[config.mk]
export PLATFORM = sky130hd
export DESIGN_NAME = dmem_arbiter
export DESIGN_NICKNAME = d
export VERILOG_FILES = /design/src/rtl/dmem_arb_pkg.sv /design/src/rtl/dmem_arbiter_rr_arb2.sv /design/src/rtl/dmem_arbiter.sv
export SDC_FILE = /design/constraint.sdc
export NUM_CORES = 1
export LEC_CHECK = 0
export ABC_AREA = 1
export ABC_CLOCK_PERIOD_IN_PS = 5500
export BUFFER_PORTS_ARGS = -buffer_cell sky130_fd_sc_hd__buf_4
export CORE_MARGIN = 1
export CORE_UTILIZATION = 35
export DETAILED_ROUTE_END_ITERATION = 7
export PLACE_DENSITY_LB_ADDON = 0.1
export SLEW_MARGIN = 20
export SYNTH_ARGS = -nofsm -noshare
export SYNTH_HDL_FRONTEND = slang
export SYNTH_SLANG_ARGS = --single-unit
[constraint.sdc]
create_clock -name clk -period 5.5 [get_ports clk]
set_clock_uncertainty 0.1 [all_clocks]
set_input_delay 0 -clock clk [delete_from_list [all_inputs] [get_ports clk]]
set_output_delay 0 -clock clk [all_outputs]
set_load 0.05 [all_outputs]
[src/rtl/dmem_arb_pkg.sv]
// Shared types and constants for the two-port data-memory arbiter.
// The request struct is sized by the package widths, which the top uses as its parameter defaults.
package dmem_arb_pkg;

    localparam int ARB_ADDR_W = 32;
    localparam int ARB_DATA_W = 32;

    localparam logic MW_BYTE = 1'b0;
    localparam logic MW_WORD = 1'b1;

    typedef enum logic [1:0] {
        IDLE   = 2'd0,
        ACCESS = 2'd1,
        RESP   = 2'd2
    } state_t;

    typedef struct packed {
        logic                  we;
        logic [ARB_ADDR_W-1:0] addr;
        logic [ARB_DATA_W-1:0] wdata;
        logic                  width;
    } req_t;

    // Big-endian lane pick: offset 0 is the most significant byte.
    function automatic logic [7:0] byte_lane(input logic [31:0] word, input logic [1:0] off);
        logic [7:0] lane;
        case (off)
            2'd0:    lane = word[31:24];
            2'd1:    lane = word[23:16];
            2'd2:    lane = word[15:8];
            default: lane = word[7:0];
        endcase
        return lane;
    endfunction

endpackage

[src/rtl/dmem_arbiter_rr_arb2.sv]
// Two-way round-robin arbiter: combinational one-hot grant plus a last-served pointer.
// With both requests pending, the port not served last wins; the pointer resets to 1.
module rr_arb2 (
    input  logic       clk,
    input  logic       reset,
    input  logic [1:0] req,
    input  logic       advance,
    output logic [1:0] gnt,
    output logic       last
);

    always_comb begin
        gnt = 2'b00;
        if (req == 2'b11)
            gnt = last ? 2'b01 : 2'b10;
        else
            gnt = req;
    end

    always_ff @(posedge clk or posedge reset) begin
        if (reset)
            last <= 1'b1;
        else if (advance)
            last <= gnt[1];
    end

endmodule

[src/rtl/dmem_arbiter.sv]
// Shares one single-port data memory between port 0 (CPU) and port 1 (debug/DMA), one access in flight.
// Build option DMEM_ARB_BYTE_LOAD_EN: byte loads return the addressed big-endian lane, zero-extended.
module dmem_arbiter
    import dmem_arb_pkg::*;
#(
    parameter int ADDR_W = ARB_ADDR_W,
    parameter int DATA_W = ARB_DATA_W,
    parameter int WORDS  = 64
) (
    input  logic              clk,
    input  logic              reset,

    input  logic              req0_valid,
    output logic              req0_ready,
    input  logic              req0_we,
    input  logic [ADDR_W-1:0] req0_addr,
    input  logic [DATA_W-1:0] req0_wdata,
    input  logic              req0_width,
    output logic              rsp0_valid,
    input  logic              rsp0_ready,
    output logic [DATA_W-1:0] rsp0_rdata,
    output logic              rsp0_err,

    input  logic              req1_valid,
    output logic              req1_ready,
    input  logic              req1_we,
    input  logic [ADDR_W-1:0] req1_addr,
    input  logic [DATA_W-1:0] req1_wdata,
    input  logic              req1_width,
    output logic              rsp1_valid,
    input  logic              rsp1_ready,
    output logic [DATA_W-1:0] rsp1_rdata,
    output logic              rsp1_err,

    output logic              mem_we,
    output logic [ADDR_W-1:0] mem_a,
    output logic [DATA_W-1:0] mem_wd,
    output logic              mem_width,
    input  logic [DATA_W-1:0] mem_rd,

    output logic [1:0]        state_dbg
);

    // Handshake: a transfer happens on a rising edge where valid and ready are both high.
    // valid must not depend on ready; ready is only offered in IDLE to the arbitration winner.

    localparam logic [ADDR_W-3:0] WORDS_W = (ADDR_W-2)'(WORDS);

    state_t            state, state_nxt;
    req_t              req_q;
    logic              gport;
    logic [DATA_W-1:0] rdata_q;
    logic              err_q;
    logic [1:0]        gnt;
    logic              last;
    logic              accept;
    logic              rsp_fire;
    logic              in_range;
    logic [DATA_W-1:0] load_data;

    rr_arb2 u_arb (
        .clk     (clk),
        .reset   (reset),
        .req     ({req1_valid, req0_valid}),
        .advance (accept),
        .gnt     (gnt),
        .last    (last)
    );

    assign accept     = (state == IDLE) && (gnt != 2'b00);
    assign req0_ready = (state == IDLE) && gnt[0];
    assign req1_ready = (state == IDLE) && gnt[1];
    assign rsp_fire   = (state == RESP) && (gport ? rsp1_ready : rsp0_ready);
    assign in_range   = (req_q.addr[ADDR_W-1:2] < WORDS_W);
    assign state_dbg  = state;

`ifdef DMEM_ARB_BYTE_LOAD_EN
    assign load_data = (req_q.width == MW_BYTE)
                     ? DATA_W'(byte_lane(mem_rd[31:0], req_q.addr[1:0]))
                     : mem_rd;
`else
    assign load_data = mem_rd;
`endif

    always_comb begin
        state_nxt = state;
        case (state)
            IDLE:    if (accept)   state_nxt = ACCESS;
            ACCESS:                state_nxt = RESP;
            RESP:    if (rsp_fire) state_nxt = IDLE;
            default:               state_nxt = IDLE;
        endcase
    end

    always_comb begin
        mem_we    = 1'b0;
        mem_a     = '0;
        mem_wd    = '0;
        mem_width = MW_WORD;
        if (state == ACCESS) begin
            mem_we    = req_q.we && in_range;
            mem_a     = req_q.addr;
            mem_wd    = req_q.wdata;
            mem_width = req_q.width;
        end
    end

    always_ff @(posedge clk or posedge reset) begin
        if (reset) begin
            state   <= IDLE;
            req_q   <= '0;
            gport   <= 1'b0;
            rdata_q <= '0;
            err_q   <= 1'b0;
        end else begin
            state <= state_nxt;
            if (accept) begin
                gport <= gnt[1];
                req_q <= gnt[1] ? '{req1_we, req1_addr, req1_wdata, req1_width}
                                : '{req0_we, req0_addr, req0_wdata, req0_width};
            end
            if (state == ACCESS) begin
                // Stores and out-of-range accesses return zero data.
                rdata_q <= (!req_q.we && in_range) ? load_data : '0;
                err_q   <= !in_range;
            end else if (rsp_fire) begin
                rdata_q <= '0;
                err_q   <= 1'b0;
            end
        end
    end

    assign rsp0_valid = (state == RESP) && !gport;
    assign rsp1_valid = (state == RESP) &&  gport;
    assign rsp0_rdata = rsp0_valid ? rdata_q : '0;
    assign rsp1_rdata = rsp1_valid ? rdata_q : '0;
    assign rsp0_err   = rsp0_valid && err_q;
    assign rsp1_err   = rsp1_valid && err_q;

    logic unused_last;
    assign unused_last = last;

endmodule

==> results of run 1 <==
==> power by group <==
group / switching [mW] / internal, mW / leakage [nW]
clock network: 0.288 / 0.390 / 0.156
logic: 1.67 / 1.07 / 3.69
registers: 0.0994 / 1.03 / 1.31
total: 2.05 / 2.49 / 5.15
==> sequential cells by signal, summed over array words and instances, names as in the netlist <==
signal and cells:
u_arb.last 1, rdata_q 32, err_q 1, gport 1, state_dbg 2, req_q 66
==> timing repair <==
action,in CTS,in global routing
hold buffers,170,0
setup buffers,0,0
endpoints found under the hold margin,145,0
==> cells by family after synthesis <==
logic type	count (synthesis)	synth area share [%]
buffers and inverters	197	14.3
DFF	103	46.4
and+or+nand+nor	358	25.0
AOI/OAI and AO/OA	140	14.3
==> path summary, 6_finish.rpt <==
| check | cells past startpoint | startpoint | to | slack (ns) |
|---|---|---|---|---|
| hold reg to reg | 2 | rdata_q[28] | rdata_q[28] | 0.38 |
| hold / removal | 3 | req1_valid | state_dbg[0] | 0.11 |
| max in group asynchronous | 4 | reset | rdata_q[3] | 3.91 |
| setup / recovery | 7 | state_dbg[0] | req_q[18] | 2.09 |
| setup reg to reg | 7 | state_dbg[0] | req_q[18] | 2.09 |
| min in group asynchronous | 3 | reset | req_q[35] | 0.19 |
==> metal layers <==
layer,track usage (%),share of wire (%),vias up
met1,30.7,41,3056
met4,8.72,2.1,0
met5,0,0,-
met2,44.0,50,229
li1,-,-,3341
met3,5.38,6.9,29
==> placed cells by master, fill, tap and decap left out <==
cell type	synthesis	routed
sky130_fd_sc_hd__nand3_1	32	32
sky130_fd_sc_hd__inv_1	138	136
sky130_fd_sc_hd__o22ai_1	66	66
sky130_fd_sc_hd__a21oi_2	2	1
sky130_fd_sc_hd__nor2_2	2	2
sky130_fd_sc_hd__buf_4	5	314
sky130_fd_sc_hd__clkbuf_1	17	1
sky130_fd_sc_hd__clkinv_2	0	2
sky130_fd_sc_hd__a21oi_4	0	1
sky130_fd_sc_hd__nor2_1	246	246
sky130_fd_sc_hd__a211oi_1	1	1
sky130_fd_sc_hd__nand2_1	76	76
sky130_fd_sc_hd__nand4_1	1	1
sky130_fd_sc_hd__o21ai_0	70	70
sky130_fd_sc_hd__o21ai_4	0	1
sky130_fd_sc_hd__bufinv_16	0	1
sky130_fd_sc_hd__dfstp_2	1	1
sky130_fd_sc_hd__inv_2	6	7
sky130_fd_sc_hd__nor3_1	1	1
sky130_fd_sc_hd__clkbuf_8	0	3
sky130_fd_sc_hd__clkbuf_16	0	9
sky130_fd_sc_hd__dlygate4sd3_1	0	170
sky130_fd_sc_hd__inv_4	0	1
sky130_fd_sc_hd__dfrtp_1	102	102
==> worst max-delay path: stages, from the launching register on <==
cell and delay, ns:
sky130_fd_sc_hd__dfrtp_1 0.41, sky130_fd_sc_hd__inv_1 0.10, sky130_fd_sc_hd__nand2_1 0.13, sky130_fd_sc_hd__a21oi_4 0.81
sky130_fd_sc_hd__buf_4 0.75, sky130_fd_sc_hd__o21ai_0 0.25, sky130_fd_sc_hd__o22ai_1 0.19, sky130_fd_sc_hd__dlygate4sd3_1 0.58
==> cell type report <==
class,count,area (um^2),share of cell area (%)
Clock inverter,3,40.0,0.402
Timing Repair Buffer,484,4060,40.8
Sequential cell,103,2580,25.9
Clock buffer,13,270,2.71
Multi-Input combinational cell,498,2200,22.1
Tap cell,211,264,2.65
Inverter,144,543,5.45
==> results.md, run 1 <==
Status:
- The run finished with clean final reports.

Timing:
- The final number of max-transition violations is 0.
- The clock period minus worst slack is ~3.4 ns.
- Setup violations remaining at the end of the flow were counted as 0.
- The aggregate negative setup slack is 0 ns.
- The worst hold slack is 0.113 ns.
- For this run, the top clock speed supported by timing is between 0.2 and 0.3 GHz.
- The final worst slack is roughly 2.1 ns.
- For the pin with the worst max-slew slack, the measured transition is 1.09 ns.
- Setup repair after global routing left no endpoint under its margin.
- The worst relative slew slack is between 20% and 30%.
- The final critical path takes up slightly above 60% of the cycle.
- The number of hold-slack violations in the final timing report is 0.

Synth:
- The Yosys step of the flow raised 0 warnings.
- The synthesized netlist occupies a cell area of 5560 um^2.
- The largest total area in the synthesized netlist belongs to sky130_fd_sc_hd__dfrtp_1.
- Synthesis produced a netlist whose cell count is 798.
- The net count of the mapped netlist is between 900 and 1k.
- In the synthesized netlist the async set-or-reset flop fraction comes to 100%.
- The count of flip-flops with a built-in enable after synthesis is 0.
- The count of unique library cells instantiated by Yosys is 20.
- The top-area cell type share of the netlist area is ~46%.
- For this run, the register share of the synthesized area comes to 46.4%.
- The most common flop cell mapped by yosys is sky130_fd_sc_hd__dfrtp_1.
- Each instance of the synthesized netlist takes up on average around 7 um^2.
- Ranked by instance count, the synthesized netlist is headed by sky130_fd_sc_hd__nor2_1 (246), sky130_fd_sc_hd__inv_1 (138), sky130_fd_sc_hd__dfrtp_1 (102).
- The cell with the most instances after synthesis is sky130_fd_sc_hd__nor2_1.
- Sorting the synthesized cells by area gives the leading types as sky130_fd_sc_hd__dfrtp_1 (46%), sky130_fd_sc_hd__nor2_1 (17%), sky130_fd_sc_hd__inv_1 (9.3%).
- The flip-flop and latch count after synthesis is 103.

Route:
- After detailed routing, the total wire length is between 20 and 25 mm.
- The routed length per placed instance is ~14 um.
- After the first detailed-routing iteration, the DRC count stood at 261.
- The number of nets with antenna violations after detailed routing is 0.
- Across all layers, the routed design uses 6655 vias.
- The number of design rule violations left after detail routing is 0.
- The number of optimization iterations in the first detailed-route pass is 5.
- Using the TritonRoute via totals, the vias-per-cell ratio works out to between 4 and 5.

Clock network:
- The number of sinks on the clock net is about 100.
- The clock latency reported for the late side of the worst-skew pair is 0.35 ns.
- The clock tree root buffer cell is sky130_fd_sc_hd__clkbuf_16.
- Clock-pin slew was measured on the worst setup and hold paths at 0.07 ns.
- The number of H-tree branching levels is 3.
- The CTS buffer count is 9.
- The post-cts gate resize count is 0.
- TritonCTS built the clock tree.
- The longest clock path from root to sink contains 2 buffers.

Die:
- The placeable core region is 15400 um^2.
- The number of cell rows is 45.
- approximately 310 I/O pins were placed.
- The floorplan die width is 128 um.
- The floorplan step defined a die boundary enclosing approximately 16000 um^2.
- The die height is roughly 130 um.
- For this configuration, the core starts out at a cell density of 36.2%.

Layout:
- The growth of design area from synthesis to finish is 79.0%.
- The post-route netlist has between 20% and 30% of its cells at a drive strength greater than 1.
- Excluding fillers, the count of instances in the completed layout stands at between 1k and 1.5k.
- The number of antenna diodes in the final layout is 0.
- The filler cell count is between 1k and 1.5k.
- For this run, the share of the core covered by cells in the final layout is about two thirds.
- Once layout is done, the placed cells without fillers occupy approximately 10000 um^2.
- At the end of the flow, the number of nets in the layout was around 1.4k.

Placement:
- The total half-perimeter wirelength after legalization and detailed placement is between 10 and 15 mm.
- Once placement completed, the tool counted placed cells totaling 1270.
- The count of buffers from port buffering is 307.
- The post-placement worst setup slack is ~2.7 ns.
- Summing all placed instances gives a cell area of 7950 um^2.
- The final RePlAce weighted congestion is roughly 0.77.

Global route:
- The initial antenna violation count is 0.
- The global route total overflow is 0.
- The first global-routing pass estimated 32.6 mm of wire.
- Entering global routing, the biggest net connects 88 pins.
- The via count of the first global-routing pass is around 6.7k.
- The total global routing track utilization is 25.2%.

Worst setup path:
- The data required time of the critical path is ~5.7 ns.
- The worst setup path is launched from a register.
- Data on the critical path arrives at its endpoint at ~3.6 ns.
- The worst setup path is captured at a register.
- Along the worst path, the maximum fanout reaches between 80 and 90.
- By startpoint and endpoint, the worst setup path is classified as register to register.

Pwr:
- The completed layout was analyzed and its total power is roughly 4.5 mW.
- The maximum vdd drop is ~0.28 mV.
- The reported leakage power is between 5 and 6 nW.
- For this design the ratio of total power to cell area is 456 nW/um^2.

Run:
- The number of maximum-capacitance constraint violations is 0.

Min path:
- The min-delay analysis places its worst path in the category input pin to register.
Power figures use the tool's default switching activity.
==> run 2, diff against run 1 <==
--- a/config.mk
+++ b/config.mk
@@ -6,7 +6,7 @@
 export NUM_CORES = 1
 export LEC_CHECK = 0
 export ABC_AREA = 1
-export ABC_CLOCK_PERIOD_IN_PS = 5500
+export ABC_CLOCK_PERIOD_IN_PS = 3040
 export BUFFER_PORTS_ARGS = -buffer_cell sky130_fd_sc_hd__buf_4
 export CORE_MARGIN = 1
 export CORE_UTILIZATION = 35
==> constraint.sdc (replaced) <==
create_clock -name clk -period 3.04 [get_ports clk]
set_clock_uncertainty 0.1 [all_clocks]
set_input_delay 0 -clock clk [delete_from_list [all_inputs] [get_ports clk]]
set_output_delay 0 -clock clk [all_outputs]
set_load 0.05 [all_outputs]
==> results.md, run 2 (synthesis results as in run 1) <==
Status:
- Status: finished, final reports clean (unchanged).

Worst setup path:
- The critical path start-end classification was register to register (unchanged).
- The critical path capture point type is a register (unchanged).
- The setup slack of the most critical reg-to-reg path is 0.65 ns (was 2.09 ns).
- The start point of the critical path is u_arb.last (was state_dbg[0]).
- The kind of launch point of the worst setup path is a register (unchanged).
- The reg-to-reg endpoint is req_q[13] (was req_q[18]).
- The maximum fanout along the worst path is 67 (was 87).
- The data required time of the critical path is 3.23 ns (was 5.68 ns).
- The worst endpoint data arrival time is 2.58 ns (was 3.60 ns).
- The cell depth of the worst flop-to-flop path is 6 (was 7).
- The worst flop-to-flop path startpoint is u_arb.last (was state_dbg[0]).

Global route:
- The global route total overflow is 0 (unchanged).
- The total global routing track utilization is 24.5% (was 25.2%).
- The largest net degree at the start of global routing is 105 (was 88).
- The initial antenna violation count is 0 (unchanged).
- The wire length of the first global-routing pass was 31.5 mm (was 32.6 mm).
- The via count of the first global-routing pass is 6518 (was 6668).

Layout:
- The proportion of layout cells with a drive suffix above 1 was 27.8% (was 27.6%).
- The most common library cell in the layout ignoring fill and taps was sky130_fd_sc_hd__buf_4 (unchanged).
- Top library cells by usage in the layout, fill and taps aside: sky130_fd_sc_hd__buf_4 (316), sky130_fd_sc_hd__nor2_1 (246), sky130_fd_sc_hd__dlygate4sd3_1 (167), sky130_fd_sc_hd__inv_1 (135), sky130_fd_sc_hd__dfrtp_1 (102) (was sky130_fd_sc_hd__buf_4 (314), sky130_fd_sc_hd__nor2_1 (246), sky130_fd_sc_hd__dlygate4sd3_1 (170), sky130_fd_sc_hd__inv_1 (136), sky130_fd_sc_hd__dfrtp_1 (102)).
- The growth of design area from synthesis to finish is 79.3% (was 79.0%).
- The register bank with the most flops was req_q (unchanged).
- The antenna diode count is 0 (unchanged).
- The net count reported at finish is 1411 (was 1410).
- The number of flip-flops in the largest register came to 66 (unchanged).
- The final design instance area without fill is 9970 um^2 (was 9960 um^2).

Route:
- The number of design rule violations left after detail routing is 0 (unchanged).
- The overall via count from detail_route was 6704 (was 6655).
- The number of optimization iterations in the first detailed-route pass came to 5 (unchanged).
- The detailed-route vias per instance came to 4.60 (was 4.57).
- The wire length after detailed routing is 20.1 mm (was 20.4 mm).
- The number of nets with antenna violations after detailed routing is 0 (unchanged).
- The routed length per placed instance is 13.8 um (was 14.0 um).
- The iteration-0 DRC count of the detailed router is 262 (was 261).

Clock network:
- The CTS buffer count is 9 (unchanged).
- The TritonCTS clock tree is yes (unchanged).
- The clock-pin transition on the worst setup and hold timing paths is 0.07 ns (about the same).
- The clock latency reported for the late side of the worst-skew pair was 0.35 ns (about the same).
- The number of buffers inserted for hold repair after clock tree synthesis is 167 (was 170).
- The buffer depth of the longest clock path came to 2 (unchanged).
- The clock tree root buffer cell is sky130_fd_sc_hd__clkbuf_16 (unchanged).
- The post-cts gate resize count was 0 (unchanged).
- The number of sinks on the clock net is 103 (unchanged).
- The total setup buffers inserted after CTS is 0 (unchanged).
- The number of H-tree branching levels is 3 (unchanged).

Die:
- The floorplan die width is 128 um (unchanged).
- The die height came to 128 um (unchanged).
- The starting density of the core is 36.2% (unchanged).
- The number of cell rows is 45 (unchanged).
- The placeable core region is 15400 um^2 (unchanged).
- The number of top-level pins is 308 (unchanged).
- The full die area is 16400 um^2 (unchanged).

Timing:
- RSZ-0062 raised after global routing: no (unchanged).
- The fmax came to 0.418 GHz (was 0.293 GHz).
- The final number of max-transition violations is 0 (unchanged).
- The share of the cycle needed by the critical path after routing is 78.6% (was 62.0%).
- The worst relative slew slack is 34.0% (was 27.0%).
- The number of hold-slack violations in the final timing report is 0 (unchanged).
- The clock period minus worst slack is 2.39 ns (was 3.41 ns).
- The aggregate negative setup slack is 0 ns (unchanged).
- The number of setup violations in the final report was 0 (unchanged).
- The actual slew at the worst max-slew pin is 0.983 ns (was 1.09 ns).

Pwr:
- The maximum vdd drop came to 0.471 mV (was 0.279 mV).
- The total power density per cell area was 824 nW/um^2 (was 456 nW/um^2).
- The total design power is 8.22 mW (was 4.54 mW).
- The reported leakage power came to 5.15 nW (about the same).

Placement:
- The post-detailed-placement cell area came to 8000 um^2 (was 7950 um^2).
- The count of buffers from port buffering is 307 (unchanged).
- The final RePlAce weighted congestion is 0.762 (was 0.772).
- The total half-perimeter wirelength after legalization and detailed placement is 13.3 mm (was 13.0 mm).

Min path:
- The launch point of the worst hold path was req1_valid (unchanged).
- The end point of the worst hold path was state_dbg[0] (unchanged).
- The worst hold path stage count was 4 (was 3).
- The type of the most critical hold path is input pin to register (unchanged).

Run:
- The number of maximum-capacitance constraint violations is 0 (unchanged).
-- run 2: worst max-delay path by stage --
stage | end | cells after the start
after detailed placement | req_q[58] | 5
after floorplan | err_q | 1
after global placement | req_q[64] | 5
after CTS | req_q[58] | 6
final | req_q[13] | 6
after global routing | req_q[31] | 6
-- run 2: layer usage --
| metal | vias to the layer above | track usage (%) | part of all wire, % |
|---|---|---|---|
| met5 | - | 0 | 0 |
| met4 | 0 | 11.8 | 3.4 |
| met3 | 40 | 4.67 | 6.4 |
| met2 | 254 | 42.6 | 50 |
| met1 | 3069 | 29.1 | 41 |
| li1 | 3341 | - | - |
-- run 2: report_power, final --
part	internal (mW)	leakage [nW]	switching, mW	total [mW]
registers	1.86	1.31	0.183	2.04
logic	1.98	3.70	3.01	4.99
clock network	0.678	0.145	0.513	1.19
-- run 2: stage by stage --
stage / setup WS [ns] / util, % / hold WS (ns) / instances
floorplan: 0.238 / - / 0.0745 / 798
global placement: 1.26 / 52.1 / 0.161 / 1274
detailed placement: 1.21 / 52.1 / 0.169 / 1274
CTS: 0.675 / 64.9 / 0.121 / 1456
global route: 0.477 / 64.9 / 0.146 / 1456
finish: 0.650 / 64.9 / 0.136 / 1456
-- run 2: final cells by class --
cell class,instances,area [um^2]
Multi-Input combinational cell,498,2200
Sequential cell,103,2580
Clock buffer,12,256
Fill cell,1349,5400
Timing Repair Buffer,485,4080
Clock inverter,3,42.5
Tap cell,211,264
Inverter,144,543
-- run 2: critical path: stages, from the launching register on --
cell	delay, ns
sky130_fd_sc_hd__dfstp_2	0.52
sky130_fd_sc_hd__inv_1	0.07
sky130_fd_sc_hd__o21ai_4	0.16
sky130_fd_sc_hd__buf_4	0.54
sky130_fd_sc_hd__o21ai_0	0.20
sky130_fd_sc_hd__o22ai_1	0.15
sky130_fd_sc_hd__dlygate4sd3_1	0.56
==> run 3, diff against run 2 <==
--- a/config.mk
+++ b/config.mk
@@ -6,7 +6,7 @@
 export NUM_CORES = 1
 export LEC_CHECK = 0
 export ABC_AREA = 1
-export ABC_CLOCK_PERIOD_IN_PS = 3040
+export ABC_CLOCK_PERIOD_IN_PS = 2000
 export BUFFER_PORTS_ARGS = -buffer_cell sky130_fd_sc_hd__buf_4
 export CORE_MARGIN = 1
 export CORE_UTILIZATION = 35
==> constraint.sdc (replaced) <==
create_clock -name clk -period 2 [get_ports clk]
set_clock_uncertainty 0.1 [all_clocks]
set_input_delay 0 -clock clk [delete_from_list [all_inputs] [get_ports clk]]
set_output_delay 0 -clock clk [all_outputs]
set_load 0.05 [all_outputs]
==> results.md, run 3 (synthesis results as in run 1) <==
Worst setup path:
- The maximum fanout along the worst path is 52 (was 67).
- Cells along the critical path: nor2_2, clkinv_2, buf_12, nor2_1, buf_4 (was inv_1, o21ai_4, buf_4, o21ai_0, o22ai_1, dlygate4sd3_1).
- The critical path capture point type is an output pin (was register).
- The critical path start-end classification is register to output pin (was register to register).
- The data required time of the critical path came to 1.90 ns (was 3.23 ns).
- The worst endpoint data arrival time was 1.78 ns (was 2.58 ns).
- The kind of launch point of the worst setup path was a register (unchanged).
- The number of buffer and inverter stages on the critical path is 3 (unchanged).
- The critical path's slowest cell was sky130_fd_sc_hd__dfrtp_1 (was sky130_fd_sc_hd__dlygate4sd3_1).
- The family with the most delay on the worst path is buffers and inverters (unchanged).
- The largest incremental delay on the critical path came to 0.41 ns (was 0.56 ns).

Timing:
- Timing would allow up to between 0.5 and 0.6 GHz.
- The number of setup violations in the final report is 0 (unchanged).
- The actual slew at the worst max-slew pin was 0.567 ns (was 0.983 ns).
- Counting I/O delays and the setup requirement, the final critical path takes ~1.9 ns.
- The final worst slack came to 0.117 ns (was 0.650 ns).
- The worst relative slew slack is 62.2% (was 34.0%).
- The number of hold-slack violations in the final timing report is 0 (unchanged).
- The final number of max-transition violations is 0 (unchanged).
- The worst hold slack is 0.115 ns (was 0.136 ns).
- In the finished design, the share of the clock period the worst path needs comes to roughly 94%.

Placement:
- The post-placement cell count is 1275 (was 1274).
- The post-detailed-placement cell area is 8170 um^2 (was 8000 um^2).
- The post-placement worst setup slack is 0.369 ns (was 1.21 ns).
- The final RePlAce weighted congestion is 0.785 (was 0.762).
- The count of buffers from port buffering is 307 (unchanged).
- The total half-perimeter wirelength after legalization and detailed placement was 12.8 mm (was 13.3 mm).

Pwr:
- The total design power is 11.5 mW (was 8.22 mW).
- The reported leakage power is 5.14 nW (was 5.15 nW).
- The total power density per cell area is 1140 nW/um^2 (was 824 nW/um^2).
- The maximum vdd drop is 0.722 mV (was 0.471 mV).

Clock network:
- The clock latency reported for the late side of the worst-skew pair came to 0.35 ns (about the same).
- The clock tree root buffer cell is sky130_fd_sc_hd__clkbuf_16 (unchanged).
- The number of H-tree branching levels is 3 (unchanged).
- The clock-pin transition on the worst setup and hold timing paths came to 0.07 ns (about the same).
- The CTS buffer count is 9 (unchanged).
- The number of sinks on the clock net is 103 (unchanged).
- The buffer depth of the longest clock path is 2 (unchanged).
- The TritonCTS clock tree is yes (unchanged).

Layout:
- The proportion of layout cells with a drive suffix above 1 is 29.6% (was 27.8%).
- The post-route non-filler standard cell count is 1458 (was 1456).
- The final design instance area without fill is 10100 um^2 (was 9970 um^2).
- The net count reported at finish is 1412 (was 1411).
- The number of flip-flops in the largest register is 66 (unchanged).
- The most common library cell in the layout ignoring fill and taps is sky130_fd_sc_hd__buf_4 (unchanged).
- Top library cells by usage in the layout, fill and taps aside: sky130_fd_sc_hd__buf_4 (311), sky130_fd_sc_hd__nor2_1 (224), sky130_fd_sc_hd__dlygate4sd3_1 (167), sky130_fd_sc_hd__inv_1 (136), sky130_fd_sc_hd__dfrtp_1 (102) (was sky130_fd_sc_hd__buf_4 (316), sky130_fd_sc_hd__nor2_1 (246), sky130_fd_sc_hd__dlygate4sd3_1 (167), sky130_fd_sc_hd__inv_1 (135), sky130_fd_sc_hd__dfrtp_1 (102)).
- The antenna diode count is 0 (unchanged).
- The growth of design area from synthesis to finish is 82.1% (was 79.3%).
- The register bank with the most flops is req_q (unchanged).

Die:
- The die height is 128 um (unchanged).
- The number of cell rows is 45 (unchanged).
- The starting density of the core is 36.2% (unchanged).
- The full die area is 16400 um^2 (unchanged).
- The placeable core region came to 15400 um^2 (unchanged).
- The floorplan die width is 128 um (unchanged).
- The number of top-level pins came to 308 (unchanged).

Route:
- The number of nets with antenna violations after detailed routing is 0 (unchanged).
- The routed length per placed instance is 14.3 um (was 13.8 um).
- The number of design rule violations left after detail routing is 0 (unchanged).
- The number of optimization iterations in the first detailed-route pass is 5 (unchanged).
- The wire length after detailed routing is 20.8 mm (was 20.1 mm).
- The detailed-route vias per instance was 4.68 (was 4.60).
- The iteration-0 DRC count of the detailed router is 314 (was 262).
- The overall via count from detail_route came to 6818 (was 6704).

Global route:
- The initial antenna violation count is 0 (unchanged).
- The via count of the first global-routing pass is 6808 (was 6518).
- The wire length of the first global-routing pass is 32.9 mm (was 31.5 mm).
- The largest net degree at the start of global routing is 104 (was 105).
- The global route total overflow is 0 (unchanged).
- The total global routing track utilization is 25.6% (was 24.5%).

Min path:
- The type of the most critical hold path is input pin to register (unchanged).

Status:
- Status: finished, final reports clean (unchanged).

Run:
- The number of maximum-capacitance constraint violations is 0 (unchanged).
-- run 3: area by class of cell --
class | count | area [um^2]
clock buffer | 15 | 268
clock inverter | 1 | 5.00
fill | 1325 | 5240
inverter | 144 | 553
multi-input combinational | 498 | 2290
sequential | 103 | 2580
tap | 211 | 264
timing repair buffer | 486 | 4170
-- run 3: repair_timing --
action                                  CTS  global route
resized for setup                         1             6
setup buffers                             0             0
hold endpoints to repair                201             0
endpoints found under the setup margin    1            66
hold buffers                            167             0
-- run 3: worst paths after layout --
kind	start	end	slack, ns	cells past startpoint
max	state_dbg[1]	mem_wd[26]	0.12	5
min	req1_valid	state_dbg[0]	0.12	4
max reg2reg	state_dbg[0]	req_q[13]	0.28	6
min reg2reg	rdata_q[19]	rdata_q[19]	0.38	2
max in group asynchronous	reset	req_q[22]	1.11	4
min in group asynchronous	reset	rdata_q[23]	0.27	4
-- run 3: power breakdown --
part,total (mW),switching [mW],internal (mW)
Sequential,3.11,0.284,2.82
Combinational,6.73,4.58,2.15
Clock,1.70,0.781,0.915
-- run 3: routing by layer --
metal	wire [um]	part of all wire (%)	global-route usage, %	vias up
met4	868	4.2	14.0	0
met3	1130	5.4	4.38	61
met5	0	0	0	-
met2	10400	50	44.3	266
met1	8410	40	30.3	3144
li1	-	-	-	3347
-- run 3: tightest hold or removal path: cells and delay by family --
family,cells,cell delay (ns)
AO/OA/AOI/OAI,1,0.07
buffers and inverters,3,0.40
-- run 3: through the flow --
step / TNS (ns) / util (%)
after detailed placement: 0 / 53.1
final: 0 / 65.9
after floorplan: -48.95 / -
after CTS: 0 / 65.8
after global placement: 0 / 53.1
after global routing: -0.0407 / 65.9
